--- src/rtl/non_restoring_divider.sv ---
// non_restoring_divider: multi-cycle unsigned X/Y divider (non-restoring) with fixed WIDTH+2 edge latency.
//   clk, rst_n (async, active low), start, X (dividend), Y (divisor) in;
//   Q (quotient), R (zero-extended remainder), busy, done (1-cycle pulse), div_by_zero out.
module non_restoring_divider #(
  parameter int WIDTH = 4
) (
  input  logic             clk,
  input  logic             rst_n,
  input  logic             start,
  input  logic [WIDTH-1:0] X,
  input  logic [WIDTH-1:0] Y,
  output logic [WIDTH-1:0] Q,
  output logic [WIDTH:0]   R,
  output logic             busy,
  output logic             done,
  output logic             div_by_zero
);
  localparam int CW = $clog2(WIDTH + 1);
  typedef enum logic [1:0] {IDLE, CALC, CORR, DONE} state_t;
  state_t state, state_nx;
  logic [WIDTH:0]   a, a_sh, a_nx, a_fix;
  logic [WIDTH-1:0] qw, qw_nx, m;
  logic [CW-1:0]    cnt;
  logic             last;
  assign last  = cnt == CW'(WIDTH - 1);
  // A is WIDTH+1 bits; the shifted value may wrap, but the add/sub result always lands in [-M, M) so the wrap cancels.
  assign a_sh  = {a[WIDTH-1:0], qw[WIDTH-1]};
  assign a_nx  = a[WIDTH] ? a_sh + {1'b0, m} : a_sh - {1'b0, m};
  assign qw_nx = {qw[WIDTH-2:0], ~a_nx[WIDTH]};
  assign a_fix = a[WIDTH] ? a + {1'b0, m} : a;
  always_comb begin
    state_nx = state;
    unique case (state)
      IDLE:    state_nx = start ? CALC : IDLE;
      CALC:    state_nx = last ? CORR : CALC;
      CORR:    state_nx = DONE;
      DONE:    state_nx = IDLE;
      default: state_nx = IDLE;
    endcase
  end
  always_ff @(posedge clk or negedge rst_n)
    if (!rst_n) state <= IDLE;
    else        state <= state_nx;
  // With M = 0 the accumulator just collects X and every quotient bit is 1, giving Q = all ones, R = X.
  always_ff @(posedge clk or negedge rst_n) begin
    if (!rst_n) begin
      a           <= '0;
      qw          <= '0;
      m           <= '0;
      cnt         <= '0;
      Q           <= '0;
      R           <= '0;
      busy        <= 1'b0;
      done        <= 1'b0;
      div_by_zero <= 1'b0;
    end else begin
      busy <= state_nx == CALC || state_nx == CORR;
      done <= state_nx == DONE;
      unique case (state)
        IDLE: if (start) begin
          a   <= '0;
          qw  <= X;
          m   <= Y;
          cnt <= '0;
        end
        CALC: begin
          a   <= a_nx;
          qw  <= qw_nx;
          cnt <= cnt + CW'(1);
        end
        CORR: begin
          a           <= a_fix;
          Q           <= qw;
          R           <= a_fix;
          div_by_zero <= m == '0;
        end
        default: ;
      endcase
    end
  end
endmodule

--- config.mk ---
export PLATFORM = sky130hd
export DESIGN_NAME = non_restoring_divider
export DESIGN_NICKNAME = d
export VERILOG_FILES = /design/src/rtl/non_restoring_divider.sv
export SDC_FILE = /design/constraint.sdc
export NUM_CORES = 1
export LEC_CHECK = 0
export CAP_MARGIN = 20
export CORE_ASPECT_RATIO = 0.7
export CORE_MARGIN = 3
export CORE_UTILIZATION = 54
export DETAILED_ROUTE_END_ITERATION = 12
export PLACE_DENSITY = 0.79
export SLEW_MARGIN = 30
export SYNTH_ARGS = -nofsm -noshare
export SYNTH_HDL_FRONTEND = slang
export SYNTH_SLANG_ARGS = --single-unit
--- constraint.sdc ---
create_clock -name clk -period 2.85 [get_ports clk]
set_input_delay 0.4275 -clock clk [delete_from_list [all_inputs] [get_ports clk]]
set_output_delay 0.4275 -clock clk [all_outputs]
set_load 0.01 [all_outputs]
Word level (Yosys, flattened, before mapping)

Index checks and enable logic that the tools add are counted.

Bits of input ports: 11
Word-level logic and storage cells: 42
Register bits: 30
Output and inout port bits: 12

Multiplexer cells: 11
Reduce and logical (&&, ||, !) cells: 8
Add/sub/neg operators: 4
Bitwise logic cells: 1
Equality and inequality tests: 8

Operators with widths:

| kind                                                 | number |
|---|---|
| two-way mux 5 bit                                    | 3 |
| case mux 5 bit (3 select lines)                      | 1 |
| adder 5 x 4 -> 5 bit                                 | 2 |
| equality test 2 bit (second input constant)          | 4 |
| case mux 2 bit (4 select lines)                      | 1 |
| case mux 4 bit (2 select lines)                      | 1 |
| case mux 3 bit (2 select lines)                      | 1 |
| AND reduction 2 bit                                  | 3 |
| subtractor 5 x 4 -> 5 bit                            | 1 |
| equality test 2 x 1 -> 1 bit (second input constant) | 2 |
| zero test 4 bit                                      | 1 |
| two-way mux 4 bit                                    | 1 |
| adder 3 x 1 -> 3 bit (second input constant)         | 1 |
| equality test 3 x 2 -> 1 bit (second input constant) | 1 |
| two-way mux 3 bit                                    | 1 |
| nonzero test 3 bit                                   | 1 |
| zero test 2 bit                                      | 1 |
| two-way mux 2 bit                                    | 1 |
| != test 2 bit (second input constant)                | 1 |
| nonzero test 2 bit                                   | 1 |
| logical OR 1 bit                                     | 1 |
| two-way mux 1 bit                                    | 1 |
| inverter 1 bit                                       | 1 |

Logic depth before layout (Yosys ltp)

Gate-level depths: netlist (run 1).

Word-level depth: 5
Depth in mapped cells: 9

Worst setup path after synthesis (run 1)

OpenSTA, ideal clock, no wires.

Kind: reg2reg
From: register m[1]
To: register a[4]
Path buffers: 0
Setup slack: 0.563 ns
Required time: 2.731 ns
Arrival time: 2.169 ns
Clock period less this slack: 2.287 ns
Cell stages (with the launch flop): 9
Cells stage by stage: dfrtp_1 > inv_1 > ha_1 > mux2_2 > fa_1 > a21o_1 > a21oi_2 > xnor3_1 > a21bo_1

Longest elaborated chain between the ends: 3
Elaborated cells on any way between the ends: 6
Classes of those cells: 3 x add/sub; 3 x mux

Ends and longest elaborated chain:

| what                                         | RTL line | source |
|---|---|---|
| start: declaration                           | 22       | `logic [WIDTH-1:0] qw, qw_nx, m;` |
| start signal: assignment                     | 49       | `m <= '0;` |
| start signal: assignment                     | 63       | `m <= Y;` |
| adder 5 x 4 -> 5 bit (tied with other cells) | 30       | `assign a_fix = a[WIDTH] ? a + {1'b0, m} : a;` |
| two-way mux 5 bit (on tied branches)         | 30, 28   |  |
| case mux 5 bit (3 select lines) *            | 59       | `unique case (state)` |
| end signal: assignment                       | 67       | `a <= a_nx;` |
| end signal: assignment                       | 72       | `a <= a_fix;` |
| end: declaration                             | 21       | `logic [WIDTH:0] a, a_sh, a_nx, a_fix;` |

Every way passes the cells marked *; elsewhere a longest branch is shown, timed or not.
A chain may end at the register's enable or synchronous reset.

Worst setup path after layout (run 1)

Same ends and word-level chain as after synthesis.

==> results of run 1 <==
==> cell usage in the layout (no fill, tap or decap), types with 2 or more instances in the layout <==
cell type        instances
a21o_1                   3
a21oi_1                  8
buf_4                    2
clkbuf_8                 5
clkdlybuf4s50_1         22
clkinv_2                 2
dfrtp_1                 30
fa_1                     2
ha_1                    15
inv_1                   11
mux2_2                  12
mux2i_1                  3
nand2_1                 13
nand2b_1                 5
nand3_1                  2
nor2_1                   8
nor2b_1                  2
nor3_1                   3
nor4_1                   2
o211ai_1                 2
o21ai_0                 10
o22ai_1                  7
xor2_1                   4
==> critical path: stages, from the launching register on <==
cell and delay, ns:
dfrtp_1 0.40, inv_1 0.10, ha_1 0.28, mux2_2 0.30, fa_1 0.43, a21o_1 0.19, a21oi_2 0.16, xnor3_1 0.34
a21bo_1 0.18
==> sequential cells by signal (all words and copies together) (netlist names) <==
signal,count
R,5
a,5
Q,4
m,4
qw,4
cnt,3
state,2
busy,1
div_by_zero,1
done,1
==> kinds of logic after synthesis <==
family                   count (synthesis)  share of synthesized area (%)
XOR/XNOR                                 6                           3.87
adder cells (fa/ha/maj)                 17                           13.3
buffers and inverters                   17                           4.08
AO/OA/AOI/OAI                           38                           14.0
AND/OR/NAND/NOR                         40                           11.4
flip-flops                              30                           43.8
multiplexers                            15                           9.63
==> final timing paths <==
kind | end | slack, ns | cells past startpoint
max | a[4] | 0.38 | 8
min | cnt[2] | 0.48 | 2
max reg2reg | a[4] | 0.38 | 8
min reg2reg | cnt[2] | 0.48 | 2
max in group asynchronous | R[2] | 2.04 | 2
min in group asynchronous | m[2] | 0.53 | 2
==> area by class of cell <==
class                   count  area [sq um]  area share, %
repair buffers             24           235           11.5
inverters                  11          41.3           2.02
clock buffers               5          68.8           3.36
multi-input cells         116           895           43.7
well taps                  36          45.0           2.20
flip-flops and latches     30           751           36.7
clock inverters             2          10.0          0.489
==> per-layer routing <==
layer | global-route usage (%) | up-vias | routed length, microns
met3 | 6.07 | 9 | 327
li1 | - | 623 | -
met4 | 9.04 | 0 | 52
met1 | 29.5 | 659 | 1710
met5 | 0 | - | 0
met2 | 35.3 | 71 | 1820
==> where the power goes <==
part           total (mW)  switching [mW]  internal [mW]
combinational        1.42           0.730          0.693
clock               0.323           0.159          0.163
sequential          0.802           0.184          0.618
==> reports/metrics.yaml, run 1 <==
sta:
  slew_headroom_pct: 65.6
  drv_slew: 0
  min_period_ns: 2.47
  fin_ws_ns: 0.382
  fmax_mhz: 405
  post-route-period-util_pct: 86.6
  timing_hold_violations_final: 0
  holdWs_ns: 0.483
  worst_pin_slew_ns: 0.516
  rsz0062_at_grt: "false"
  skew_ns: 0.00204
  final.setup.tns_ns: 0
  setup_violations: 0
clocking:
  clkLatencyLatePin_ns: 0.28
  root_buffer: "clkbuf_8"
  cts_made_buffers: 5
  clockBufferDepth: 2
  post_cts_buffers: 0
  clkSinkCount: 30
  cts_tree: "yes"
  clk_pin_slew_ns: 0.06
  h-tree-depth: 2
  cts_hold_buf: 0
  cts-resized-gates: 0
setup_path:
  startpoint: "m[1]"
  worstPathRequired_ns: 3.02
  critPathCaptureType: "flop"
  cp_data_arrival_time_ns: 2.64
  worstReg2RegStart: "m[1]"
  critical_path_peak_fanout: 5
  path_class: "reg -> reg"
  cp-start-kind: "flop"
route:
  wirelength_mm: 3.92
  initialDrtViolationCount: 72
  ant_nets: 0
  detail_route.first_pass.iterations: 4
  via_count: 1362
  avgViaCountPerCell: 6.08
  drc: 0
  routedWlPerCell_microns: 17.5
die:
  start_util_pct: 59.1
  die_w_microns: 73.4
  die_area_sq_mm: 0.00390
  io-pin-count: 23
  rows: 16
  core_area_sq_mm: 0.00290
  die_h_microns: 53.2
yosys:
  synth_fp_nets: 191
  synthArstFlopShare_pct: 100
  ys_ff_latch: 30
  ys.flop_type: "dfrtp_1"
  post-synth-top-count-cell: "dfrtp_1"
  syn_avg_cell_area_sq_um: 10.5
  synth_common_cells: "dfrtp_1, ha_1, nand2_1"
  syn_inst: 163
  synthTopCellsByArea: "dfrtp_1, ha_1, mux2_2"
  synth_area_sq_mm: 0.00172
  yosysWarnings: 0
  synth-edff-count: 0
  synth.largest_area_cell: "dfrtp_1"
  yosysUniqueCellTypes: 36
  yosysTopAreaCellShare_pct: 43.8
  ys_seq_area_share_pct: 43.8
cells_and_area:
  postLayoutCoreUtil_pct: 70.5
  nNetsFinal: 216
  fin_area_sq_mm: 0.00205
  finalNonFillerCells: 224
  diodes: 0
  fillers: 226
  layout-drive-gt1-share_pct: 11.7
  area_delta_synth_final_pct: 19.3
placed_design:
  dp_cells: 217
  place_area_sq_mm: 0.00197
  io_buffer_count: 22
  post-dp-hpwl_mm: 2.90
  dp_slack_ns: 0.393
  gp_congestion: 0.831
power_and_ir_drop:
  power_density_mw_per_mm2: 1250
  total_power_mw: 2.55
  vdd_drop_max_mv: 0.642
  p_leak_nw: 0.962
min_path:
  min_from: "cnt[2]"
  hold_path_class: "reg -> reg"
global_route:
  grt_max_degree: 31
  grt_use_total_pct: 22.5
  grt_overflow: 0
  grt_pass1_vias: 1357
  grt_pass1_wl_mm: 6.51
  antenna_found_initial: 0
status:
  status: "complete, no violations"
job:
  drv_cap: 0
(Power assumes the default switching activity.)
==> inputs of run 2 (changes only) <==
--- a/config.mk
+++ b/config.mk
@@ -5,6 +5,7 @@
 export SDC_FILE = /design/constraint.sdc
 export NUM_CORES = 1
 export LEC_CHECK = 0
+export ABC_AREA = 1
 export CAP_MARGIN = 20
 export CORE_ASPECT_RATIO = 0.7
 export CORE_MARGIN = 3
==> constraint.sdc (replaced) <==
create_clock -name clk -period 2.8 [get_ports clk]
set_input_delay 0.42 -clock clk [delete_from_list [all_inputs] [get_ports clk]]
set_output_delay 0.42 -clock clk [all_outputs]
set_load 0.01 [all_outputs]
==> run 2 against run 1 <==
Effect of this change:
- cell count is 20% higher
- wire length decreased by 7.1%
- combinational power down 19%
- hold slack worse by 0.0075 ns
- critical endpoint unchanged
- largest cell class unchanged
- largest power group unchanged
==> reports/metrics.yaml, run 2 <==
cells_and_area:
  diodes: 0  # unchanged
  nNetsFinal: 260  # +20%
  final_common_cell: "nand2_1"
  area_delta_synth_final_pct: 20.1
  top_regs: "R: 5 flops, a: 5 flops"
  fillers: 222  # -1.8%
  layout-drive-gt1-share_pct: 10.3  # -1.4 points
  final_cell_mix: "nand2_1, dfrtp_1, clkdlybuf4s50_1"
  postLayoutCoreUtil_pct: 70.9  # +0.39 points
route:
  ant_nets: 0  # unchanged
  routedWlPerCell_microns: 13.5  # -23%
  wl_met2_mm: 1.62  # -11%
  wirelength_met1_mm: 1.79  # +4.5%
  drc: 0  # unchanged
  avgViaCountPerCell: 5.42  # -11%
  highest_layer: "met4"
  initialDrtViolationCount: 67  # -6.9%
  wl_met3_microns: 193  # -41%
  via_count: 1457  # +7.0%
  detail_route.first_pass.iterations: 4  # unchanged
  wirelength_mm: 3.64  # -7.1%
sta:
  min_period_ns: 2.07  # -0.394 ns
  drv_slew: 0  # unchanged
  final.setup.tns_ns: 0  # unchanged
  post-route-period-util_pct: 74.1  # -13 points
  setup_violations: 0  # unchanged
  fmax_mhz: 482  # +19%
  slew_headroom_pct: 70.1  # +4.5 points
  skew_ns: 0.0118  # +0.00981 ns
  timing_hold_violations_final: 0  # unchanged
  rsz0062_at_grt: "false"
  worst_pin_slew_ns: 0.449  # -0.0670 ns
global_route:
  antenna_found_initial: 0  # unchanged
  grt_pass1_wl_mm: 5.82  # -11%
  grt_pass1_vias: 1295  # -4.6%
  grt_overflow: 0  # unchanged
  grt_use_total_pct: 20.6  # -1.9 points
  grt_max_degree: 31  # unchanged
die:
  die_w_microns: 73.3  # about the same
  die_h_microns: 53.1  # about the same
  rows: 16  # unchanged
  die_area_sq_mm: 0.00389  # -0.13%
  start_util_pct: 59.0  # -0.086 points
  core_area_sq_mm: 0.00290  # unchanged
  io-pin-count: 23  # unchanged
yosys:
  synthTopCellsByArea: "dfrtp_1, nand2_1, ha_1"
  synth_fp_nets: 233  # +22%
  synth_common_cells: "nand2_1, dfrtp_1, inv_1"
  ys_seq_area_share_pct: 43.8  # +0.064 points
  syn_avg_cell_area_sq_um: 8.36  # -21%
  synthArstFlopShare_pct: 100  # unchanged
  yosysTopAreaCellShare_pct: 43.8  # +0.064 points
  synth.largest_area_cell: "dfrtp_1"
  post-synth-top-count-cell: "nand2_1"
  yosysWarnings: 0  # unchanged
  yosysUniqueCellTypes: 28  # -22%
  syn_inst: 205  # +26%
  synth_area_sq_mm: 0.00171  # -0.15%
  synth-edff-count: 0  # unchanged
  ys.flop_type: "dfrtp_1"
  ys_ff_latch: 30  # unchanged
power_and_ir_drop:
  vdd_drop_max_mv: 0.646  # +0.55%
  p_int_mw: 1.31  # -11%
  seqPwrFrac_pct: 33.8  # +2.3 points
  power.switching_mw: 0.972  # -9.4%
  swShare_pct: 42.5  # +0.42 points
  power_density_mw_per_mm2: 1110  # -11%
  pwr-share-comb_pct: 50.4  # -5.5 points
  p_leak_nw: 1.05  # +9.6%
  pwr-share-clk_pct: 15.9  # +3.2 points
setup_path:
  startpoint: "m[1]"
  slowest_delay_ns: 0.46  # +0.03 ns
  cp_data_arrival_time_ns: 2.25  # -0.39 ns
  critPathCaptureType: "flop"
  path_class: "reg -> reg"
  critical_path_peak_fanout: 5  # unchanged
  slowest_stage: "fa_1"
  worstPathCellList: "inv_1 > ha_1 > nand2_1 > o21ai_0 > fa_1 > a21oi_1 > nand3_1 > nand3_1 > nand2_1 > nand2_1 > nand2_1"
  cpMostUsedCell: "nand2_1"
  worstPathRequired_ns: 2.97  # -0.05 ns
  cp-start-kind: "flop"
  worstReg2RegStart: "m[1]"
min_path:
  hold_path_class: "reg -> reg"
  min_from: "Q[0]"
placed_design:
  io_buffer_count: 22  # unchanged
  gp_congestion: 0.873  # +5.1%
  post-dp-hpwl_mm: 2.80  # -3.4%
job:
  drv_cap: 0  # unchanged
clocking:
  cts_tree: "yes"
  clkSinkCount: 30  # unchanged
  root_buffer: "clkbuf_8"
  post_cts_buffers: 0  # unchanged
  clk_pin_slew_ns: 0.07  # about the same
  cts-resized-gates: 0  # unchanged
  clockBufferDepth: 2  # unchanged
  cts_made_buffers: 5  # unchanged
  clkLatencyLatePin_ns: 0.29  # about the same
  cts_hold_buf: 0  # unchanged
  h-tree-depth: 2  # unchanged
status:
  status: "complete, no violations"
run 2: cell count changes after synthesis, moves of 4 or more:
cell,change
nand3_1,+10
inv_2,+4
nand2_1,+54
nand2b_1,-5
inv_1,+6
buf_2,-4
mux2_2,-11
o22ai_1,-6
run 2: through the flow:
step | cell area [sq um] | worst slack (ns) | hold WS (ns) | std cells | power (mW)
2_1_floorplan | 1710 | 0.916 | 0.124 | 205 | 1.56
3_3_place_gp | 1960 | 0.812 | 0.454 | 261 | 1.87
3_5_place_dp | 1960 | 0.743 | 0.460 | 261 | 1.93
4_1_cts | 2060 | 0.737 | 0.477 | 269 | 2.29
5_1_grt | 2060 | 0.586 | 0.512 | 269 | 2.48
6_report | 2060 | 0.726 | 0.475 | 269 | 2.29
run 2: worst paths after layout:
kind / cells past startpoint / slack (ns) / end
worst max-delay path: 11 / 0.73 / a[4]
worst min-delay path: 2 / 0.48 / Q[0]
worst max register to register: 11 / 0.73 / a[4]
worst min register to register: 2 / 0.48 / Q[0]
max in group asynchronous: 2 / 1.99 / m[1]
min in group asynchronous: 2 / 0.52 / done
run 2: cell families after synthesis:
logic type / Yosys count / synth area share (%)
compound gates: 32 / 10.8
xor+xnor: 3 / 1.53
fa+ha+maj: 17 / 13.3
buf+inv: 25 / 6.35
flops: 30 / 43.8
mux: 1 / 0.657
simple gates: 97 / 23.5
run 2: metal layers:
layer  GRT usage, %  vias up
li1               -      719
met1           28.2      695
met2           31.9       37
met3           6.26        6
met4           5.12        0
met5              0        -
run 2: power groups by stage:
stage | Clock (mW) | Sequential (mW) | Combinational (mW)
global placement | 0 | 0.761 | 1.11
CTS | 0.367 | 0.768 | 1.16
global route | 0.387 | 0.790 | 1.31
floorplan | 0 | 0.767 | 0.788
detailed placement | 0 | 0.774 | 1.15
finish | 0.363 | 0.772 | 1.15
run 2: worst max-delay path: cells and delay by family (launching register included):
| family | cells | cell delay, ns |
|---|---|---|
| AO/OA/AOI/OAI | 2 | 0.31 |
| adder cells (fa/ha/maj) | 2 | 0.72 |
| buffers and inverters | 1 | 0.15 |
| flip-flops | 1 | 0.38 |
| AND/OR/NAND/NOR | 6 | 0.40 |
run 2: cell type report:
type	count	area, sq um	area share (%)
multi-input cells	150	853	41.5
repair buffers	23	228	11.1
inverters	22	85.1	4.14
clock inverters	2	12.5	0.608
well taps	36	45.0	2.19
clock buffers	6	82.6	4.01
flip-flops and latches	30	751	36.5
==> inputs of run 3 (changes only) <==
==> constraint.sdc (replaced) <==
create_clock -name clk -period 2.04 [get_ports clk]
set_input_delay 0.306 -clock clk [delete_from_list [all_inputs] [get_ports clk]]
set_output_delay 0.306 -clock clk [all_outputs]
set_load 0.01 [all_outputs]
==> run 3 against run 2 <==
Effect of this change:
- total power increased by 50%
- highest routed layer unchanged
- clock power grew 61%
- combinational power is 56% higher
- sequential power grew 37%
- clock skew shrank 0.0070 ns
- critical path depth increased by 3
- first-iteration DRC count increased by 7.5%
- cell area increased by 4.2%
- non-clock buffer count is 6 higher
==> reports/metrics.yaml, run 3 (synthesis results as in run 2) <==
job:
  drv_cap: 0  # unchanged
placed_design:
  io_buffer_count: 22  # unchanged
  post-dp-hpwl_mm: 2.90  # +3.4%
  dp_slack_ns: 0.00392  # -0.739 ns
  gp_congestion: 0.873  # about the same
power_and_ir_drop:
  pwr-share-comb_pct: 52.0  # +1.6 points
  vdd_drop_max_mv: 0.979  # +52%
  power.switching_mw: 1.42  # +46%
  swShare_pct: 41.4  # -1.2 points
  p_leak_nw: 1.09  # +3.7%
  seqPwrFrac_pct: 30.9  # -2.9 points
  power_density_mw_per_mm2: 1600  # +44%
  p_int_mw: 2.01  # +53%
  pwr-share-clk_pct: 17.1  # +1.2 points
route:
  drc: 0  # unchanged
  via_count: 1469  # +0.82%
  wirelength_mm: 3.88  # +6.8%
  routedWlPerCell_microns: 14.1  # +4.4%
  avgViaCountPerCell: 5.34  # -1.4%
  detail_route.first_pass.iterations: 4  # unchanged
  initialDrtViolationCount: 72  # +7.5%
  ant_nets: 0  # unchanged
sta:
  timing_hold_violations_final: 0  # unchanged
  holdWs_ns: 0.394  # -0.0809 ns
  setup_violations: 0  # unchanged
  drv_slew: 0  # unchanged
  fmax_mhz: 518  # +7.4%
  fin_ws_ns: 0.109  # -0.617 ns
  worst_pin_slew_ns: 0.430  # -0.0188 ns
  final.setup.tns_ns: 0  # unchanged
  min_period_ns: 1.93  # -0.143 ns
  slew_headroom_pct: 71.0  # +0.95 points
  skew_ns: 0.00486  # -0.00699 ns
  post-route-period-util_pct: 94.6  # +21 points
die:
  io-pin-count: 23  # unchanged
  die_w_microns: 73.3  # unchanged
  core_area_sq_mm: 0.00290  # unchanged
  start_util_pct: 59.0  # unchanged
  die_area_sq_mm: 0.00389  # unchanged
  die_h_microns: 53.1  # unchanged
  rows: 16  # unchanged
cells_and_area:
  final_common_cell: "nand2_1"
  nNetsFinal: 266  # +2.3%
  layout-drive-gt1-share_pct: 15.9  # +5.6 points
  final_cell_mix: "nand2_1, dfrtp_1, clkdlybuf4s50_1"
  top_regs: "R: 5 flops, a: 5 flops"
  postLayoutCoreUtil_pct: 73.8  # +3.0 points
  area_delta_synth_final_pct: 25.1
  diodes: 0  # unchanged
setup_path:
  r2r_setup_slack_ns: 0.11  # -0.62 ns
  cp_num_buf_inv: 2  # +1
  critical_path_peak_fanout: 4  # -1
  slowest_stage: "dfrtp_1"
  worstPathRequired_ns: 2.23  # -0.74 ns
  worstPathCellList: "inv_1 > ha_2 > a21oi_1 > a22oi_1 > ha_1 > nand2_1 > inv_1 > nand2_1 > nand3_1 > nand3_1 > nand3_2 > nand2_1 > nand2_1 > nand2_1"
  cp_data_arrival_time_ns: 2.12  # -0.13 ns
  cp-start-kind: "flop"
  cpMostUsedCell: "nand2_1"
  slowest_delay_ns: 0.38  # -0.08 ns
  critPathCaptureType: "flop"
  path_class: "reg -> reg"
  path_delay_family: "adder cells"
clocking:
  clockBufferDepth: 2  # unchanged
  clkLatencyLatePin_ns: 0.29  # about the same
  root_buffer: "clkbuf_8"
  h-tree-depth: 2  # unchanged
  cts_made_buffers: 5  # unchanged
  cts_tree: "yes"
  clk_pin_slew_ns: 0.06  # about the same
  clkSinkCount: 30  # unchanged
global_route:
  grt_overflow: 0  # unchanged
  grt_max_degree: 31  # unchanged
  grt_pass1_vias: 1346  # +3.9%
  grt_use_total_pct: 23.1  # +2.5 points
  grt_pass1_wl_mm: 6.42  # +10%
  antenna_found_initial: 0  # unchanged
min_path:
  hold_path_class: "in -> async"
status:
  status: "complete, no violations"
-- run 3: cell types whose count changed in the layout (fill, tap and decap cells not counted), sizes merged --
cell,change
clkinv,+1
clkbuf,-1
buf,+6
clkinvlp,-1
bufinv,+1
-- run 3: worst reg2reg max path: stages (launching register included) --
cell and delay [ns]:
dfrtp_1 0.38, inv_1 0.08, ha_2 0.19, a21oi_1 0.12, a22oi_1 0.09, ha_1 0.36
nand2_1 0.07, inv_1 0.08, nand2_1 0.05, nand3_1 0.07, nand3_1 0.09, nand3_2 0.08
nand2_1 0.05, nand2_1 0.06, nand2_1 0.05
-- run 3: worst paths after layout --
path,from,end,depth (start not counted)
worst max-delay path,m[1],a[4],14
worst min-delay path,rst_n,Q[0],2
worst max register to register,m[1],a[4],14
worst min register to register,Q[1],Q[1],2
max in group asynchronous,rst_n,a[4],2
min in group clk,Q[1],Q[1],2
-- run 3: per-layer routing --
metal,vias up,routed length [microns],global-route usage [%]
met4,0,59,11.1
met2,44,1800,37.8
li1,739,-,-
met3,6,251,6.83
met5,-,0,0
met1,680,1770,28.0
-- run 3: what timing repair did --
action	CTS	global route
setup endpoints to repair	1	3
hold buffers	0	0
pin swaps	1	3
resized for setup	2	8
setup buffers	0	4
-- run 3: final cells by class --
cell class	count	area [sq um]
flip-flops and latches	30	752
well taps	36	45.0
inverters	22	85.1
clock buffers	5	68.8
repair buffers	29	277
multi-input cells	150	876
clock inverters	3	40.0
fillers	210	759
-- run 3: through the flow --
step / instance area, sq um / cells / total power [mW]
after floorplan: 1710 / 205 / 2.13
after global routing: 2140 / 275 / 3.73
after global placement: 1980 / 263 / 2.60
after CTS: 2090 / 271 / 3.30
after detailed placement: 1980 / 263 / 2.69
final: 2140 / 275 / 3.43
-- run 3: power groups by stage --
stage          sequential, mW  combinational [mW]  clock, mW
2_1_floorplan            1.05                1.08          0
3_3_place_gp             1.05                1.55          0
3_5_place_dp             1.07                1.62          0
4_1_cts                  1.06                1.64      0.600
5_1_grt                  1.09                2.01      0.629
6_report                 1.06                1.79      0.586
